**src/rtl/mem_arbiter.sv**
```systemverilog
// mem_arbiter: grants main memory to one of two cache controllers
// (0 = instruction side, 1 = data side). The owner's access is forwarded
// combinationally. Read returns are tracked in a MEM_LAT-deep {valid, owner}
// pipe, so data always reaches the requester that issued the read.
module mem_arbiter #(
    parameter int MEM_LAT  = 2,
    parameter int HOLD_MAX = 16
) (
    input  logic        clk,
    input  logic        rst,
    input  logic        req0_rd,
    input  logic        req0_wr,
    input  logic        req0_lock,
    input  logic [15:0] req0_addr,
    input  logic [15:0] req0_wdata,
    input  logic        req1_rd,
    input  logic        req1_wr,
    input  logic        req1_lock,
    input  logic [15:0] req1_addr,
    input  logic [15:0] req1_wdata,
    output logic        gnt0,
    output logic        gnt1,
    output logic        stall0,
    output logic        stall1,
    output logic        rvalid0,
    output logic        rvalid1,
    output logic [15:0] rdata,
    output logic        mem_rd,
    output logic        mem_wr,
    output logic [15:0] mem_addr,
    output logic [15:0] mem_wdata,
    input  logic [15:0] mem_rdata,
    input  logic        mem_stall,
    output logic        err
);
    localparam int HW = $clog2(HOLD_MAX + 1);

    typedef enum logic [1:0] {
        IDLE  = 2'd0,
        OWN0  = 2'd1,
        OWN1  = 2'd2,
        DRAIN = 2'd3
    } state_t;

    state_t             state_q, state_d;
    logic               last_gnt_q, last_gnt_d;
    logic [HW-1:0]      hold_q, hold_d;
    logic [MEM_LAT-1:0] pv_q, pv_d;     // read-return pipe: valid bits
    logic [MEM_LAT-1:0] po_q, po_d;     // read-return pipe: issuing requester

    logic        req0_s, req1_s;
    logic        owning_s, own_idx_s, own_rd_s, own_wr_s, own_lock_s, oth_req_s;
    logic [15:0] own_addr_s, own_wdata_s;
    logic        proto_err_s, hold_force_s, fwd_rd_s, fwd_wr_s, acc_rd_s;

    assign req0_s = req0_rd | req0_wr;
    assign req1_s = req1_rd | req1_wr;

    // Select the current owner's request lines; the non-owner is ignored.
    always_comb begin
        owning_s    = 1'b0;
        own_idx_s   = 1'b0;
        own_rd_s    = 1'b0;
        own_wr_s    = 1'b0;
        own_lock_s  = 1'b0;
        own_addr_s  = 16'h0000;
        own_wdata_s = 16'h0000;
        oth_req_s   = 1'b0;
        case (state_q)
            OWN0: begin
                owning_s    = 1'b1;
                own_idx_s   = 1'b0;
                own_rd_s    = req0_rd;
                own_wr_s    = req0_wr;
                own_lock_s  = req0_lock;
                own_addr_s  = req0_addr;
                own_wdata_s = req0_wdata;
                oth_req_s   = req1_s;
            end
            OWN1: begin
                owning_s    = 1'b1;
                own_idx_s   = 1'b1;
                own_rd_s    = req1_rd;
                own_wr_s    = req1_wr;
                own_lock_s  = req1_lock;
                own_addr_s  = req1_addr;
                own_wdata_s = req1_wdata;
                oth_req_s   = req0_s;
            end
            default: begin
                owning_s = 1'b0;
            end
        endcase
    end

    // rd and wr together is illegal: forward neither. The hold limit fires
    // on the HOLD_MAX-th owner cycle in which the other side is waiting.
    assign proto_err_s  = owning_s & own_rd_s & own_wr_s;
    assign fwd_rd_s     = owning_s & own_rd_s & ~own_wr_s;
    assign fwd_wr_s     = owning_s & own_wr_s & ~own_rd_s;
    assign acc_rd_s     = fwd_rd_s & ~mem_stall;
    assign hold_force_s = owning_s & oth_req_s & (hold_q == HW'(HOLD_MAX - 1));

    // Shift the read-return pipe; stage 0 captures this cycle's accepted read.
    always_comb begin
        pv_d    = '0;
        po_d    = '0;
        pv_d[0] = acc_rd_s;
        po_d[0] = own_idx_s;
        for (int i = 1; i < MEM_LAT; i++) begin
            pv_d[i] = pv_q[i-1];
            po_d[i] = po_q[i-1];
        end
    end

    // Next ownership state, round-robin memory and hold counter.
    always_comb begin
        state_d    = state_q;
        last_gnt_d = last_gnt_q;
        hold_d     = '0;
        case (state_q)
            IDLE: begin
                if (req0_s && req1_s) begin
                    if (last_gnt_q) begin
                        state_d    = OWN0;
                        last_gnt_d = 1'b0;
                    end else begin
                        state_d    = OWN1;
                        last_gnt_d = 1'b1;
                    end
                end else if (req0_s) begin
                    state_d    = OWN0;
                    last_gnt_d = 1'b0;
                end else if (req1_s) begin
                    state_d    = OWN1;
                    last_gnt_d = 1'b1;
                end else begin
                    state_d = IDLE;
                end
            end
            OWN0, OWN1: begin
                if (hold_force_s || !(own_lock_s || own_rd_s || own_wr_s)) begin
                    // |pv_d: reads still in flight once this cycle completes
                    state_d = (|pv_d) ? DRAIN : IDLE;
                    hold_d  = '0;
                end else if (oth_req_s) begin
                    hold_d = hold_q + HW'(1);
                end else begin
                    hold_d = hold_q;
                end
            end
            DRAIN: begin
                if (!(|pv_d)) begin
                    state_d = IDLE;
                end else begin
                    state_d = DRAIN;
                end
            end
            default: begin
                state_d = IDLE;
            end
        endcase
    end

    // State, pipe and counter registers with synchronous active-low reset.
    always_ff @(posedge clk) begin
        if (!rst) begin
            state_q    <= IDLE;
            last_gnt_q <= 1'b1;
            hold_q     <= '0;
            pv_q       <= '0;
            po_q       <= '0;
        end else begin
            state_q    <= state_d;
            last_gnt_q <= last_gnt_d;
            hold_q     <= hold_d;
            pv_q       <= pv_d;
            po_q       <= po_d;
        end
    end

    // Grant, stall, forwarding, read return and error outputs.
    always_comb begin
        gnt0      = (state_q == OWN0);
        gnt1      = (state_q == OWN1);
        stall0    = req0_s & (~gnt0 | mem_stall | proto_err_s);
        stall1    = req1_s & (~gnt1 | mem_stall | proto_err_s);
        mem_rd    = fwd_rd_s;
        mem_wr    = fwd_wr_s;
        mem_addr  = own_addr_s;
        mem_wdata = own_wdata_s;
        rvalid0   = pv_q[MEM_LAT-1] & ~po_q[MEM_LAT-1];
        rvalid1   = pv_q[MEM_LAT-1] &  po_q[MEM_LAT-1];
        rdata     = pv_q[MEM_LAT-1] ? mem_rdata : 16'h0000;
        err       = proto_err_s | hold_force_s;
    end
endmodule

```
**config.mk**
```make
export PLATFORM = sky130hd
export DESIGN_NAME = mem_arbiter
export DESIGN_NICKNAME = d
export VERILOG_FILES = /design/src/rtl/mem_arbiter.sv
export SDC_FILE = /design/constraint.sdc
export NUM_CORES = 1
export LEC_CHECK = 0
export CORE_MARGIN = 1.5
export CORE_UTILIZATION = 29
export DETAILED_ROUTE_END_ITERATION = 12
export GPL_TIMING_DRIVEN = 0
export PLACE_DENSITY = 0.95
export SYNTH_ARGS = -nofsm -noshare
export SYNTH_HDL_FRONTEND = slang
export SYNTH_SLANG_ARGS = --single-unit
```
**constraint.sdc**
```tcl
create_clock -name clk -period 3.5 [get_ports clk]
set_input_delay 0.7 -clock clk [delete_from_list [all_inputs] [get_ports clk]]
set_output_delay 0.7 -clock clk [all_outputs]
set_load 0.05 [all_outputs]
```
# Yosys cells after proc, flatten, opt, wreduce, memory -nomap -nowiden

Index checks and enable logic that the tools add are counted.

Equality and inequality tests: 5
Bitwise gates (word level): 27
Reduce and logical (&&, ||, !) cells: 11
Multiplexer cells: 20
$add $sub $neg: 1

Operators by type and width:

| operator                                            | number |
|---|---|
| case mux 16 bit (2 select lines)                    | 2 |
| 2-to-1 mux 16 bit                                   | 1 |
| AND 1 bit                                           | 12 |
| 2-to-1 mux 2 bit                                    | 6 |
| NOT 1 bit                                           | 8 |
| case mux 1 bit (2 select lines)                     | 4 |
| bitwise OR 1 bit                                    | 7 |
| 2-to-1 mux 1 bit                                    | 6 |
| case mux 2 bit (3 select lines)                     | 1 |
| adder 5 x 1 -> 5 bit, second input constant         | 1 |
| equality test 5 x 4 -> 1 bit, second input constant | 1 |
| equality test 2 bit, second input constant          | 2 |
| OR reduction 2 bit                                  | 2 |
| logical OR 1 bit                                    | 3 |
| nonzero test 3 bit                                  | 1 |
| OR reduction 3 bit                                  | 1 |
| equality test 2 x 1 -> 1 bit, second input constant | 1 |
| logical NOT 2 bit                                   | 1 |
| != test 2 x 1 -> 1 bit, second input constant       | 1 |
| AND reduction 2 bit                                 | 1 |
| logical AND 1 bit                                   | 1 |
| logical NOT 1 bit                                   | 1 |

Word-level logic and storage cells: 69
Register bits after elaboration: 12
Bits of input ports: 89
Output and inout port bits: 57

# Depth between registers and ports, before layout

Word-level depth: 10
Mapped depth: 7
Gate-level depth less buffers: 7

# Worst setup path after synthesis

No wires, ideal clock.

Kind: register -> output
From: register state_q[0]
To: output mem_rd
Stages on the path, launching flop included: 6
Arrival time: 2435 ps
Data required time: 2800 ps
Path slack: 365 ps
Buffers on the path: 1
Cells stage by stage: dfxtp_1 inv_1 ha_1 buf_2 a22o_1 nor3_1

Cells in the longest elaborated chain, start to end: 5
Elaborated cells between the ends (all ways): 9
Those cells by class: eq/ne: 2; mux: 3; bitwise: 3; reduce/logical: 1

Ends and longest elaborated chain:

| item                                | RTL line | text |
|---|---|---|
| from (decl)                         | 45       | `state_t state_q, state_d;` |
| from (signal assigned)              | 174      | `state_q <= state_d;` |
| equality test 2 bit (*)             | -        |  |
| named net gnt1                      | 22       | `output logic gnt1,` |
| OR reduction 2 bit (no source line) | -        |  |
| 2-to-1 mux 1 bit                    | 69       | `case (state_q)` |
| AND 1 bit                           | 99       | `assign fwd_rd_s = owning_s & own_rd_s & ~own_wr_s;` |
| AND 1 bit (*)                       | 99       |  |
| to (decl)                           | 28       | `output logic mem_rd,` |

Mark *: on every way through the listed nets, which the timed path passes. The rest lies on a longest branch.

# Final worst setup path

From: input req0_wr
To: output stall1

Cells in the longest elaborated chain, start to end: 4

Ends and longest elaborated chain:

| item                            | RTL line | text |
|---|---|---|
| from (decl)                     | 12       | `input logic req0_wr,` |
| case mux 1 bit (2 select lines) | 69       |  |
| AND 1 bit                       | 98       | `assign proto_err_s = owning_s & own_rd_s & own_wr_s;` |
| bitwise OR 1 bit                | 187      | `stall1 = req1_s & (~gnt1 \| mem_stall \| proto_err_s);` |
| AND 1 bit                       | 187      |  |
| to (decl)                       | 24       | `output logic stall1,` |

Every way passes these cells.

==> results.sh <==
export IMPL_layout_setup_ws_ps=120.8
export IMPL_ir_drop_mv=0.3799
export IMPL_layout_cells_non_filler=371
export IMPL_hold_buffers=0
export IMPL_seq_area_frac_synth=0.1959
export IMPL_grt_max_degree=11
export IMPL_dr_pass1_iters=4
export IMPL_place_gp_congestion=0.8629
export IMPL_placement_rows=23
export IMPL_dr_total_vias=1836
export IMPL_numCtsBuffers=3
export IMPL_grt_pass1_wl_um=7293
export IMPL_hpwl_um=4481
export IMPL_clock_path_buffers=2
export IMPL_yosys_warnings=0
export IMPL_crit_path_cell_trace="clkdlybuf4s50_1 -> a22o_1 -> a21oi_1 -> a21oi_1 -> clkdlybuf4s50_1"
export IMPL_grtUsageTotal=0.2035
export IMPL_dpl_worst_slack_ps=77.02
export IMPL_cp_end_kind="output port"
export IMPL_dieWidth_um=68.03
export IMPL_cap_violations=0
export IMPL_grt_antenna_before_repair=0
export IMPL_die_height_um=68.03
export IMPL_finClkSkew_ps=0.2519
export IMPL_postCtsSetupBuffers=0
export IMPL_p_leak_uw=0.001295
export IMPL_power_density_nw_per_um2=561.9
export IMPL_routed_wirelength_um=5396
export IMPL_yosysTopAreaCell="dfxtp_1"
export IMPL_port_buffers=145
export IMPL_clk_latency_ps=240
export IMPL_worstPathMaxFanout=6
export IMPL_avgSynthCellArea_um2=7.129
export IMPL_cts_tree="yes"
export IMPL_placed_cell_area_um2=2740
export IMPL_dp_cells=367
export IMPL_clkSinkCount=12
export IMPL_netlist_area_um2=1226
export IMPL_drtAntennaViolNets=0
export IMPL_finalPower_uw=1594
export IMPL_grt_pass1_vias=1563
export IMPL_die_area_um2=4627
export IMPL_grt_util_met1=0.2332
export IMPL_drv_slew=0
export IMPL_overflow=0
export IMPL_via_per_inst=4.949
export IMPL_htree_levels=1
export IMPL_wire_per_inst_um=14.54
export IMPL_n_fill_cell=310
export IMPL_slew_limit_headroom=0.6389
export IMPL_synth_edf_count=0
export IMPL_syn_num_nets=268
export IMPL_ys_types=34
export IMPL_cp_slowest_cell="clkdlybuf4s50_1"
export IMPL_grt_busiest_layer="met2"
export IMPL_ys_flop_type="dfxtp_1"
export IMPL_start_util=0.3043
export IMPL_finalSetupViolCount=0
export IMPL_ys_seq_elements=12
export IMPL_fin_area_um2=2836
export IMPL_critPathBufInv=2
export IMPL_cp_start_kind="input pin"
export IMPL_drtIter0Drc=73
export IMPL_cts_resized=0
export IMPL_max_stage_delay_ps=830
export IMPL_critPathRequiredTime_ps=2800
export IMPL_grt_use_met2=0.3617
export IMPL_grt_setup_unrepaired="no"
export IMPL_antennaDiodeCount=0
export IMPL_worstPathArrival_ps=2680
export IMPL_synthTopCellsByArea="dfxtp_1, a22oi_1, nor2_1, and2_1, ha_1"
export IMPL_layout_drive_gt1_share=0.04050
export IMPL_hp_class="reg2reg"
export IMPL_core_area_um2=4029
export IMPL_num_io_pins=146
export IMPL_synth_cells=172
export IMPL_syn_to_final_growth_pct=131.3
export IMPL_status="completed"
export IMPL_synth_top_area_share=0.1959
export IMPL_crit_type="in2out"
export IMPL_setup_tns_ps=0
export IMPL_finalCritPeriodShare=0.9655
export IMPL_async_flop_share=0
export IMPL_remaining_drc_errors=0
export IMPL_clkTransAtPathRegs_ps=50
export IMPL_fin_crit_ps=3379
export IMPL_cts_root_buf="clkbuf_8"
export IMPL_worst_pin_slew_ps=539.9
export IMPL_nets=418
export IMPL_path_delay_family="buffers and inverters"
export IMPL_grtUsageMet3=0.06086
export IMPL_fmax_mhz=295.9
export IMPL_final_hold_viol_count=0
[power breakdown]
part	internal, uW	total [uW]	switching, uW
clock network	99.2	149	49.7
registers	157	172	14.8
logic	455	1270	819
total	711	1590	883
[cell usage in the layout, fill, tap and decap left out, drive strengths merged, types with 3 or more instances in the layout]
cell type        n
buf              4
o21ai            4
and2            20
o21a             3
inv              5
clkbuf          12
nor2            41
a21oi            5
dfxtp           12
nor2b            3
and3             3
dlymetal6s2s    16
a22oi           33
ha               7
clkdlybuf4s50  129
[flip-flops by register name, indices dropped and copies added (netlist names)]
signal,cells
hold_q,5
state_q,2
po_q,2
last_gnt_q,1
pv_q,2
[worst register-to-register path, cell delays in order (launching register included)]
cell and delay (ps):
dfxtp_1 380, inv_1 100, ha_1 390, inv_2 120
o211a_1 290, or3b_4 440, a211oi_2 190
[per-stage QoR]
stage          hold slack [ps]  utilization
2_1_floorplan            411.8            -
3_3_place_gp             413.1       0.6801
3_5_place_dp             418.1       0.6801
4_1_cts                  433.0       0.6938
5_1_grt                  435.5       0.7040
6_report                 429.5       0.7040
[layout make-up]
class                   instances  area, um^2  share of cell area
plain buffers                  12       48.80             0.01720
well taps                      50       62.56             0.02206
clock buffers                   4       55.05             0.01941
repair buffers                145        1491              0.5258
inverters                       5       18.77            0.006617
flip-flops and latches         12       240.2             0.08469
multi-input cells             143       919.6              0.3242
[per-layer routing]
metal	up-vias	share of wire	wire (um)
met5	-	0	0
met4	0	0.019	104
met3	12	0.095	513
met2	72	0.51	2760
met1	831	0.37	2018
li1	921	-	-
[Yosys cell counts (2+ instances only)]
library cell,instances
buf_1,3
a22oi_1,32
clkbuf_1,7
nor2b_1,3
o211ai_1,2
a21oi_1,5
o21a_1,3
nor2_1,41
nand2_1,2
and3_1,3
nor3_1,2
o31ai_1,2
buf_2,2
xor2_1,2
and2_1,20
o21ai_0,4
inv_1,4
ha_1,7
a22o_1,2
dfxtp_1,12
[cell families (layout without fill, tap and decap cells)]
group | after synthesis | after routing | synth area share
and+or+nand+nor | 75 | 75 | 0.3010
adders and majority gates | 7 | 7 | 0.07143
xor gates and xnor gates | 3 | 3 | 0.02143
AOI/OAI and AO/OA | 57 | 57 | 0.3480
DFF | 12 | 12 | 0.1959
buffers and inverters | 17 | 166 | 0.05408
muxes | 1 | 1 | 0.008164
[path summary, 6_finish.rpt]
kind                            from                endpoint  slack, ps  depth (start not counted)
max                          req0_wr                  stall1        120                          5
min               po_q[0]$_SDFF_PN0_      po_q[1]$_SDFF_PN0_        430                          1
min reg2reg       po_q[0]$_SDFF_PN0_      po_q[1]$_SDFF_PN0_        430                          1
max reg2reg  state_q[0]$_SDFFE_PN0P_  hold_q[4]$_SDFFE_PP0P_       1520                          6
No activity file was read; power rests on OpenSTA's default activity.
